--- src/rtl/ssd1306_spi_ctrl.sv ---
// SSD1306 OLED controller over 4-wire SPI.
// Runs the panel power sequence, sends the init ROM once, then streams framebuffer
// pages to the panel. Runtime command bytes are slotted in only between frames.
module ssd1306_spi_ctrl #(
  parameter int         STARTUP_WAIT = 10000000,
  parameter int         CLK_DIV      = 1,
  parameter int         COLS         = 128,
  parameter int         PAGES        = 8,
  parameter bit         FLIP         = 1'b1,
  parameter logic [7:0] CONTRAST     = 8'h7F
) (
  input  logic                             clk,
  input  logic                             rst_n,
  input  logic                             refresh_en,
  input  logic                             cmd_valid,
  input  logic [7:0]                       cmd_data,
  output logic                             cmd_ready,
  output logic                             fb_rd,
  output logic [$clog2(COLS*PAGES)-1:0]    fb_addr,
  input  logic [7:0]                       fb_data,
  output logic                             init_done,
  output logic                             frame_done,
  output logic                             o_sclk,
  output logic                             o_sdin,
  output logic                             o_cs,
  output logic                             o_dc,
  output logic                             o_reset
);

  localparam int AW = $clog2(COLS*PAGES);
  localparam int PW = $clog2(STARTUP_WAIT + 1);
  localparam int DW = (CLK_DIV > 1) ? $clog2(CLK_DIV) : 1;

  localparam logic [PW-1:0] PWR_LAST  = PW'(STARTUP_WAIT - 1);
  localparam logic [DW-1:0] DIV_LAST  = DW'(CLK_DIV - 1);
  localparam logic [AW-1:0] ADDR_LAST = AW'(COLS*PAGES - 1);
  localparam logic [4:0]    ROM_LAST  = 5'd24;
  localparam logic [2:0]    WIN_LAST  = 3'd5;

  typedef enum logic [3:0] {
    PWR_HI, PWR_LO, PWR_WAIT, INIT, IDLE, WINDOW, FB_REQ, FB_WAIT, SEND
  } state_t;

  // What the byte currently in SEND belongs to, so its completion knows where to go.
  typedef enum logic [1:0] {M_INIT, M_CMD, M_WIN, M_DATA} mode_t;

  state_t        state, next_state;
  mode_t         mode, load_mode;
  logic [PW-1:0] pwr_cnt;
  logic [DW-1:0] div_cnt;
  logic          half;
  logic [2:0]    bit_cnt;
  logic [7:0]    shift_reg;
  logic          dc_reg;
  logic [4:0]    rom_idx;
  logic [2:0]    win_idx;
  logic [AW-1:0] pix_addr;
  logic [7:0]    rom_byte, win_byte, load_byte;
  logic          load, load_dc;
  logic          pwr_last, byte_end, cmd_accept;

  assign pwr_last   = (pwr_cnt == PWR_LAST);
  assign byte_end   = (state == SEND) && half && (div_cnt == DIV_LAST) && (bit_cnt == 3'd7);
  assign cmd_ready  = (state == IDLE) && init_done;
  assign cmd_accept = cmd_ready && cmd_valid;

  assign fb_rd   = (state == FB_REQ);
  assign o_sclk  = !((state == SEND) && !half);
  assign o_sdin  = (state == SEND) ? shift_reg[7] : 1'b0;
  assign o_cs    = (state == PWR_HI) || (state == PWR_LO) || (state == PWR_WAIT) || (state == IDLE);
  assign o_dc    = dc_reg;
  assign o_reset = (state != PWR_LO);

  // Init ROM contents, derived from panel geometry and orientation.
  always_comb begin
    rom_byte = 8'hE3;
    case (rom_idx)
      5'd0:  rom_byte = 8'hAE;
      5'd1:  rom_byte = 8'hD5;
      5'd2:  rom_byte = 8'h80;
      5'd3:  rom_byte = 8'hA8;
      5'd4:  rom_byte = 8'(PAGES*8 - 1);
      5'd5:  rom_byte = 8'hD3;
      5'd6:  rom_byte = 8'h00;
      5'd7:  rom_byte = 8'h40;
      5'd8:  rom_byte = 8'h8D;
      5'd9:  rom_byte = 8'h14;
      5'd10: rom_byte = 8'h20;
      5'd11: rom_byte = 8'h00;
      5'd12: rom_byte = FLIP ? 8'hA1 : 8'hA0;
      5'd13: rom_byte = FLIP ? 8'hC8 : 8'hC0;
      5'd14: rom_byte = 8'hDA;
      5'd15: rom_byte = (PAGES == 8) ? 8'h12 : 8'h02;
      5'd16: rom_byte = 8'h81;
      5'd17: rom_byte = CONTRAST;
      5'd18: rom_byte = 8'hD9;
      5'd19: rom_byte = 8'h22;
      5'd20: rom_byte = 8'hDB;
      5'd21: rom_byte = 8'h20;
      5'd22: rom_byte = 8'hA4;
      5'd23: rom_byte = 8'hA6;
      5'd24: rom_byte = 8'hAF;
      default: rom_byte = 8'hE3;
    endcase
  end

  // Column/page window covering the whole panel, sent before every frame.
  always_comb begin
    win_byte = 8'h00;
    case (win_idx)
      3'd0: win_byte = 8'h21;
      3'd1: win_byte = 8'h00;
      3'd2: win_byte = 8'(COLS - 1);
      3'd3: win_byte = 8'h22;
      3'd4: win_byte = 8'h00;
      3'd5: win_byte = 8'(PAGES - 1);
      default: win_byte = 8'h00;
    endcase
  end

  // State register.
  always_ff @(posedge clk or negedge rst_n) begin
    if (!rst_n) state <= PWR_HI;
    else        state <= next_state;
  end

  // Next-state decode and selection of the next byte to shift out.
  always_comb begin
    next_state = state;
    load       = 1'b0;
    load_byte  = 8'h00;
    load_dc    = 1'b0;
    load_mode  = mode;
    case (state)
      PWR_HI:   if (pwr_last) next_state = PWR_LO;
      PWR_LO:   if (pwr_last) next_state = PWR_WAIT;
      PWR_WAIT: if (pwr_last) next_state = INIT;
      INIT: begin
        load       = 1'b1;
        load_byte  = rom_byte;
        load_mode  = M_INIT;
        next_state = SEND;
      end
      IDLE: begin
        if (cmd_accept) begin
          load       = 1'b1;
          load_byte  = cmd_data;
          load_mode  = M_CMD;
          next_state = SEND;
        end else if (refresh_en) begin
          next_state = WINDOW;
        end
      end
      WINDOW: begin
        load       = 1'b1;
        load_byte  = win_byte;
        load_mode  = M_WIN;
        next_state = SEND;
      end
      FB_REQ: next_state = FB_WAIT;
      FB_WAIT: begin
        load       = 1'b1;
        load_byte  = fb_data;
        load_dc    = 1'b1;
        load_mode  = M_DATA;
        next_state = SEND;
      end
      SEND: begin
        if (byte_end) begin
          case (mode)
            M_INIT:  next_state = (rom_idx == ROM_LAST) ? IDLE : INIT;
            M_CMD:   next_state = IDLE;
            M_WIN:   next_state = (win_idx == WIN_LAST) ? FB_REQ : WINDOW;
            M_DATA:  next_state = (pix_addr == ADDR_LAST) ? IDLE : FB_REQ;
            default: next_state = IDLE;
          endcase
        end
      end
      default: next_state = PWR_HI;
    endcase
  end

  // Times each of the three power-sequence phases.
  always_ff @(posedge clk or negedge rst_n) begin
    if (!rst_n) begin
      pwr_cnt <= '0;
    end else if ((state == PWR_HI) || (state == PWR_LO) || (state == PWR_WAIT)) begin
      pwr_cnt <= pwr_last ? '0 : pwr_cnt + PW'(1);
    end else begin
      pwr_cnt <= '0;
    end
  end

  // Serialiser: low half then high half per bit, MSB first, dc latched with the byte.
  always_ff @(posedge clk or negedge rst_n) begin
    if (!rst_n) begin
      shift_reg <= 8'h00;
      dc_reg    <= 1'b0;
      mode      <= M_INIT;
      div_cnt   <= '0;
      half      <= 1'b0;
      bit_cnt   <= 3'd0;
    end else if (load) begin
      shift_reg <= load_byte;
      dc_reg    <= load_dc;
      mode      <= load_mode;
      div_cnt   <= '0;
      half      <= 1'b0;
      bit_cnt   <= 3'd0;
    end else if (state == SEND) begin
      if (div_cnt == DIV_LAST) begin
        div_cnt <= '0;
        half    <= ~half;
        if (half) begin
          shift_reg <= {shift_reg[6:0], 1'b0};
          bit_cnt   <= bit_cnt + 3'd1;
        end
      end else begin
        div_cnt <= div_cnt + DW'(1);
      end
    end
  end

  // Sequence bookkeeping advanced at the end of each byte: ROM, window and pixel indices.
  always_ff @(posedge clk or negedge rst_n) begin
    if (!rst_n) begin
      rom_idx    <= 5'd0;
      win_idx    <= 3'd0;
      pix_addr   <= '0;
      fb_addr    <= '0;
      init_done  <= 1'b0;
      frame_done <= 1'b0;
    end else begin
      frame_done <= 1'b0;
      if (byte_end) begin
        case (mode)
          M_INIT: begin
            if (rom_idx == ROM_LAST) begin
              rom_idx   <= 5'd0;
              init_done <= 1'b1;
            end else begin
              rom_idx <= rom_idx + 5'd1;
            end
          end
          M_WIN: begin
            if (win_idx == WIN_LAST) begin
              win_idx <= 3'd0;
              fb_addr <= pix_addr;
            end else begin
              win_idx <= win_idx + 3'd1;
            end
          end
          M_DATA: begin
            if (pix_addr == ADDR_LAST) begin
              pix_addr   <= '0;
              frame_done <= 1'b1;
            end else begin
              pix_addr <= pix_addr + AW'(1);
              fb_addr  <= pix_addr + AW'(1);
            end
          end
          default: ;
        endcase
      end
    end
  end

endmodule

--- config.mk ---
export PLATFORM = sky130hd
export DESIGN_NAME = ssd1306_spi_ctrl
export DESIGN_NICKNAME = d
export VERILOG_FILES = /design/src/rtl/ssd1306_spi_ctrl.sv
export SDC_FILE = /design/constraint.sdc
export NUM_CORES = 1
export LEC_CHECK = 0
export CORE_MARGIN = 2
export CORE_UTILIZATION = 58
export CTS_CLUSTER_DIAMETER = 50
export CTS_CLUSTER_SIZE = 25
export DETAILED_ROUTE_END_ITERATION = 10
export HOLD_SLACK_MARGIN = 0.1
export PLACE_DENSITY = 0.8
export REMOVE_ABC_BUFFERS = 1
export SLEW_MARGIN = 0
export SYNTH_ARGS = -nofsm -noshare
export SYNTH_HDL_FRONTEND = slang
export SYNTH_SLANG_ARGS = --single-unit
--- constraint.sdc ---
create_clock -name clk -period 2.66 [get_ports clk]
set_input_delay 0.399 -clock clk [delete_from_list [all_inputs] [get_ports clk]]
set_output_delay 0.399 -clock clk [all_outputs]
set_load 0.02 [all_outputs]
### Yosys cells after proc, flatten, opt, wreduce, memory -nomap -nowiden

Memory sizes are Yosys's and may differ from the RTL's.
Index checks and enable logic that the tools add are counted.

* bitwise logic cells: 2
* multiplexer cells: 45
* reductions and logical operators: 28
* equality and inequality tests: 28
* add/sub/neg operators: 6

Operator list (count)
* $mux W24: 2
* $mux W8: 5
* $pmux W8 S4: 1
* $mux W10: 3
* $pmux W4 S7: 1
* $pmux W7 S4: 1
* $add A24 B1 Y24 const B: 1
* $eq A24 B24 Y1 const B: 1
* $mux W4: 6
* $pmux W10 S2: 1
* $mux W3: 6
* $eq A4 B3 Y1 const B: 4
* $pmux W4 S4: 1
* $ne A2 B2 Y1 const B: 7
* $mux W1: 12
* $add A10 B1 Y10 const B: 1
* $eq A10 B10 Y1 const B: 1
* $reduce_and A3 Y1: 3
* $eq A4 B2 Y1 const B: 2
* $pmux W2 S4: 1
* $reduce_and A2 Y1: 4
* $add A3 B1 Y3 const B: 2
* $eq A3 B2 Y1 const B: 2
* $eq A3 B3 Y1 const B: 2
* other kinds (25): 39

* bits in read-only memories: 256
* flip-flop bits (word level): 74
* bits of input ports: 20
* logic and storage cells: 124
* memories kept: 1

Memory list
* (name not given): depth 32, bits a word 8, rd ports 1, clocked after memory_dff 0, write ports 0, line 77 `case (rom_idx)`

### Logic depth before layout (Yosys ltp)

Gate-level depths: netlist of run 1.

* word-level depth: 7
* depth in mapped cells: 8

### Worst setup path after synthesis of run 1

OpenSTA, ideal clock, no wires.

* path kind: flip-flop to flip-flop
* from: register state[0]
* to: register shift_reg[7]
* buffers on the path: 0
* clock period less this slack: 1.893 ns
* required time: 2.532 ns
* arrival: 1.765 ns
* stages on the path, launching flop included: 6
* slack: 0.767 ns
* cells stage by stage: dfrtp_1 nor4b_2 and2_1 mux2_2 a222oi_1 nand2_1

* cells in the longest elaborated chain, start to end: 7
* elaborated cells on any way between the ends: 17

Ends and longest elaborated chain
* start, declared: line 47 `state_t state, next_state;`
* start signal, assigned: line 124 `else state <= next_state;`
* $eq A4 B3 Y1: line 64, 134
* $logic_and A1 B1 Y1: line 64 `assign cmd_ready = (state == IDLE) && init_done;`
* $logic_and A1 B1 Y1: line 65 `assign cmd_accept = cmd_ready && cmd_valid;`
* $mux W1: line 145 `if (cmd_accept) begin`
* $pmux W1 S2: line 134 `case (state)`
* $ne A2 B1 Y1 (no source line) or $reduce_bool A2 Y1 (tied branches)
* $reduce_and A3 Y1 (no source line)
* end signal, assigned: line 204 `shift_reg <= load_byte;`
* end signal, assigned: line 215 `shift_reg <= {shift_reg[6:0], 1'b0};`
* end, declared: line 53 `logic [7:0] shift_reg;`

Parallel ways exist; a longest one is shown, timed or not.
A chain may end at the register's enable or synchronous reset.

### Worst setup path after layout of run 1

* from: register state[0]
* to: output cmd_ready

* cells in the longest elaborated chain, start to end: 2

Ends and longest elaborated chain
* $eq A4 B3 Y1: line 64
* $logic_and A1 B1 Y1: line 64
* end, declared: line 17 `output logic cmd_ready,`

No other way between the ends.

==> summary.txt, run 1 <==
Synthesis
  – Post-synth EDFFs: 0
  – Synth Register Bits: 73
  – Mapped Area: approximately 4300 sq um
  – Post-Syn Instances: 490
  – Top FF cell, synth: dfrtp_1
  – Syn avg cell area: 8.74 sq um
  – Synth top area share: a little over two fifths
  – Synth top area cells: dfrtp_1, nor2_1, xnor2_1, a21oi_1, nand2_1
  – Ys Warns: 0
  – Yosys top cell by area: dfrtp_1
  – Yosys cell types: 55
  – Asr flop ratio synth: 100%
  – Post-synthesis sequential area ratio: 42.7%

Finish
  – Largest Register: pwr_cnt
  – Fraction of layout instances using a drive strength above 1: ~8%
  – Max FFs per register: 24
  – Final #Nets: between 500 and 600
  – P&R area growth vs syn: 16.5%
  – Most frequent cells in the layout: dfrtp_1, nor2_1, nand2_1, clkdlybuf4s50_1, a21oi_1
  – Commonest non-fill, non-tap cell in the layout: dfrtp_1
  – Biggest regs: pwr_cnt: 24 flops, fb_addr: 10 flops, pix_addr: 10 flops
  – Finished Core Util: 69.1%
  – Final antenna diode count: 0

Min path
  – Min-delay worst type: input pin to async pin

Route
  – 1st-pass router iterations: 4
  – Wire length per cell: 15.4 um
  – ANT nets after route: 0
  – DR vias/cell: 5.98
  – 1st-iter DRT viols: 262
  – Via count: 3743
  – Routed WL: 9660 um
  – # DRC: 0

Critical path
  – Required time worst endpoint: 2.26 ns
  – Cell Chain, Critical Path: or4b_1, nor2_1, clkdlybuf4s50_1
  – Setup CP Type: register to output pin
  – Buf+Inv Stages, Crit Path: 1
  – CP Max Fanout: 5
  – Crit path launch type: register
  – Slowest stage delay, CP: 0.65 ns
  – Slowest-stage cell, CP: or4b_1
  – WP data arrival: 2.11 ns
  – Reg2reg start: state[0]$_DFFE_PN0P_
  – Crit. Startpoint: state[0]$_DFFE_PN0P_
  – Critical Path End Type: output pin
  – Cell family with most CP delay: simple AND/OR/NAND/NOR gates

Clocking
  – Clock sinks: 73
  – Worst-skew pair later-pin latency: 0.34 ns
  – CTS Hold Bufs: 0
  – Buffers inserted by post-CTS timing repair: 0
  – # resized after CTS: 0
  – CTS tree: yes
  – Cts bufs inserted: 9
  – Clock Path Buffers: 2
  – Clock Pin Slew Worst Setup and Hold Paths: 0.08 ns
  – H-Tree Depth: 3
  – Root Driver: clkbuf_8

Global routing
  – Grt met1 use: 35.9%
  – Met2 usage: 37.1%
  – Top Usage Layer GRT: met2
  – Global Route Usage Sum: between 20 and 25%
  – M3 GR Usage: 4.78%
  – GR Overflow Total: 0
  – First-pass GRT wire length: 16200 um
  – Largest net degree at the start of global routing: 45
  – Antenna violations before repair: 0
  – Vias in the first global route: 3420

STA
  – Final TNS setup: 0 ns
  – Final Critical Period: 2.50 ns
  – Worst Tran Pin Value: 0.814 ns
  – Setup-failing EPs final: 0
  – Final hold vios: 0
  – Relative slew margins: 45.7%
  – Max-slew violations: 0
  – RSZ-0062 raised after global routing: no
  – Worst setup margin: about 0.16 ns
  – Crit share post-route: 94.1%
  – Max Fclk: around 400 MHz
  – Final setup skew: 0.00716 ns

Placement
  – IO buf count: 38
  – Post-place setup slack: 0.382 ns
  – Global placer's final weighted congestion: 0.895
  – DP Wirelength: 6890 um

Floorplan
  – FP Rows: 31
  – Core Area: 7210 sq um
  – Die W: 89.9 um
  – Initial Util: between 50% and 60%
  – Die ar.: between 8000 and 9000 sq um
  – Top-level I/O count: 39
  – Die height: 89.9 um

Power
  – Power Density: 426 nW/um^2
  – Max IR drop VDD: 0.282 mV
  – Leak: 2.06 nW

Status
  – Status: finished, final reports clean

Flow run
  – # Max-Cap Violations: 0
## stage by stage
stage | instances | hold slack [ns] | power (mW) | instance area (sq um)
2_1_floorplan | 462 | 0.103 | 1.13 | 4170
3_3_place_gp | 610 | 0.461 | 1.19 | 4770
3_5_place_dp | 610 | 0.470 | 1.19 | 4770
4_1_cts | 626 | 0.111 | 2.14 | 4990
5_1_grt | 626 | 0.152 | 2.21 | 4990
6_report | 626 | 0.0981 | 2.12 | 4990
## area by class of cell
cell class	count	area (sq um)
Clock buffer	12	145
Clock inverter	4	76.3
Fill cell	603	2230
Inverter	13	48.8
Multi-Input combinational cell	376	2300
Sequential cell	73	1830
Tap cell	99	124
Timing Repair Buffer	49	470
## where the power goes
part           internal, mW  switching (mW)  leakage [nW]
clock                 0.557           0.405         0.107
sequential             1.11               0         0.974
combinational        0.0268          0.0274         0.976
total                  1.69           0.433          2.06
## synthesized netlist by cell type (13+ instances only)
master,instances
a21oi_1,36
inv_1,13
xnor2_1,21
nand3_1,23
xor2_1,13
nor3_1,14
nand2_1,45
nand4_1,13
nor2_1,58
o21ai_0,22
clkbuf_1,25
dfrtp_1,73
## worst paths after layout
path,cells after the start,slack (ns),endpoint
worst min-delay path,1,0.1,fb_addr[3]$_DFFE_PN0P_
worst min register to register,1,0.49,shift_reg[2]$_DFFE_PN0P_
worst max register to register,6,0.47,pix_addr[2]$_DFFE_PN0P_
max in group asynchronous,2,1.87,state[0]$_DFFE_PN0P_
worst max-delay path,3,0.16,cmd_ready
min in group clk,1,0.49,shift_reg[2]$_DFFE_PN0P_
## layer usage
metal | share of wire, % | wire length [um]
met4 | 1.2 | 118
met2 | 46 | 4450
met1 | 48 | 4590
met5 | 0 | 0
met3 | 5.2 | 498
## cells by family after synthesis
kind of cell	after synthesis	share of synthesized area, %
compound gates	117	17.2
xor+xnor	34	6.96
fa+ha+maj	10	2.92
buf+inv	41	3.68
flops	73	42.7
mux	9	2.22
simple gates	206	24.4
(Power assumes the default switching activity.)
==> run 2: changes to the inputs <==
--- a/config.mk
+++ b/config.mk
@@ -5,7 +5,7 @@
 export SDC_FILE = /design/constraint.sdc
 export NUM_CORES = 1
 export LEC_CHECK = 0
-export CORE_MARGIN = 2
+export CORE_MARGIN = 1.5
 export CORE_UTILIZATION = 58
 export CTS_CLUSTER_DIAMETER = 50
 export CTS_CLUSTER_SIZE = 25
==> summary.txt, run 2 (synthesis gave the netlist of run 1 again) <==
Critical path
  – CP Max Fanout: 5
  – Worst r2r path cells: 6
  – Setup CP Type: register to output pin
  – Crit path launch type: register
  – WP data arrival: 2.18 ns
  – Required time worst endpoint: ~2.3 ns
  – Critical Path End Type: output pin

Power
  – Reg power frac: 48.8%
  – Clk pwr share: roughly 50%
  – Max IR drop VDD: 0.267 mV
  – Sw frac: 20.3%
  – Leak: 2.07 nW
  – Gate power share: 2.3%
  – Power Density: 453 nW/um^2
  – Switching power total: 0.461 mW
  – P_int: 1.81 mW

Clocking
  – Cts bufs inserted: 9
  – H-Tree Depth: 3
  – # resized after CTS: 0
  – Root Driver: clkbuf_8
  – Worst-skew pair later-pin latency: between 0.3 and 0.4 ns
  – CTS Hold Bufs: 0
  – Buffers inserted by post-CTS timing repair: 0
  – CTS tree: yes
  – Clock Path Buffers: 2
  – Clock Pin Slew Worst Setup and Hold Paths: 0.08 ns
  – Clock sinks: 73

Route
  – 1st-pass router iterations: 5
  – ANT nets after route: 0
  – # DRC: 0
  – Routed WL: between 9000 and 10000 um
  – Wire length per cell: 15.9 um
  – 1st-iter DRT viols: 262
  – DR vias/cell: a little over 6
  – Via count: 3781

STA
  – Final TNS setup: 0 ns
  – Final setup skew: around 0.0083 ns
  – Max-slew violations: 0
  – Crit share post-route: between 90% and 100%
  – Max Fclk: 388 MHz
  – Worst Tran Pin Value: 0.800 ns
  – Final hold vios: 0
  – Final Critical Period: 2.58 ns
  – Relative slew margins: 46.7%
  – RSZ-0062 raised after global routing: no
  – Setup-failing EPs final: 0

Global routing
  – Antenna violations before repair: 0
  – Global Route Usage Sum: 26.8%
  – GR Overflow Total: 0
  – First-pass GRT wire length: 16300 um
  – Largest net degree at the start of global routing: 44
  – Vias in the first global route: 3389

Finish
  – Fillcell total: about 590
  – Commonest non-fill, non-tap cell in the layout: dfrtp_1
  – Fraction of layout instances using a drive strength above 1: 7.79%
  – P&R area growth vs syn: 17.1%
  – Largest Register: pwr_cnt
  – Final #Nets: 551
  – Biggest regs: pwr_cnt: 24 flops, fb_addr: 10 flops, pix_addr: 10 flops
  – Most frequent cells in the layout: dfrtp_1, nor2_1, nand2_1, clkdlybuf4s50_1, a21oi_1
  – Finished Core Util: 69.5%
  – Max FFs per register: 24
  – Final antenna diode count: 0

Status
  – Status: finished, final reports clean

Placement
  – Global placer's final weighted congestion: 0.926
  – IO buf count: 38
  – DP Wirelength: 6870 um

Flow run
  – # Max-Cap Violations: 0

Min path
  – Min-delay worst type: input pin to async pin

Floorplan
  – Die W: slightly below 90 um
  – Die height: 88.9 um
  – Die ar.: 7900 sq um
  – FP Rows: 31
  – Top-level I/O count: 39
  – Core Area: just over 7000 sq um
  – Initial Util: between 50% and 60%
[run 2: stage by stage]
step	std cells	power [mW]	hold slack [ns]	area (sq um)	setup WS, ns
2_1_floorplan	462	1.13	0.103	4170	0.290
3_3_place_gp	609	1.19	0.462	4760	0.519
3_5_place_dp	609	1.19	0.469	4760	0.427
4_1_cts	625	2.28	0.115	5010	0.0856
5_1_grt	625	2.34	0.137	5010	0.0134
6_report	625	2.27	0.0860	5010	0.0834
[run 2: area by class of cell]
type | instances | area, sq um | area share [%]
repair buffers | 48 | 463 | 9.24
multi-input cells | 376 | 2300 | 45.8
clock inverters | 4 | 98.8 | 1.97
inverters | 13 | 48.8 | 0.974
clock buffers | 12 | 155 | 3.10
well taps | 99 | 124 | 2.47
flip-flops and latches | 73 | 1830 | 36.4
[run 2: routing by layer]
metal  part of all wire [%]  track usage, %
met5                      0               0
met1                     46            38.1
met2                     47            40.2
met4                    2.0            8.38
met3                    5.2            7.02
[run 2: power groups by stage]
stage          Sequential, mW  Clock, mW  Combinational (mW)
6_report                 1.11       1.11              0.0527
5_1_grt                  1.11       1.17              0.0594
4_1_cts                  1.11       1.12              0.0548
3_5_place_dp             1.13          0              0.0549
3_3_place_gp             1.13          0              0.0545
2_1_floorplan            1.13          0            0.000458
[run 2: final timing paths]
check                                               from                       end  slack (ns)
worst max register to register      state[0]$_DFFE_PN0P_   pix_addr[6]$_DFFE_PN0P_        0.48
worst min register to register  shift_reg[2]$_DFFE_PN0P_  shift_reg[2]$_DFFE_PN0P_        0.49
worst max-delay path                state[0]$_DFFE_PN0P_                 cmd_ready        0.08
min in group clk                shift_reg[2]$_DFFE_PN0P_  shift_reg[2]$_DFFE_PN0P_        0.49
worst min-delay path                               rst_n    fb_addr[5]$_DFFE_PN0P_        0.09
max in group asynchronous                          rst_n   pix_addr[6]$_DFFE_PN0P_        1.91
[run 2: critical path, stage by stage (launching register included)]
cell	delay, ns
dfrtp_1	0.39
or4b_1	0.67
nor2_1	0.14
clkdlybuf4s50_1	0.61
==> run 3: changes to the inputs <==
--- a/config.mk
+++ b/config.mk
@@ -10,6 +10,7 @@
 export CTS_CLUSTER_DIAMETER = 50
 export CTS_CLUSTER_SIZE = 25
 export DETAILED_ROUTE_END_ITERATION = 10
+export GPL_ROUTABILITY_DRIVEN = 0
 export HOLD_SLACK_MARGIN = 0.1
 export PLACE_DENSITY = 0.8
 export REMOVE_ABC_BUFFERS = 1
==> results of run 3 <==
The final DEF is identical to that of run 2; final timing and power are the same.
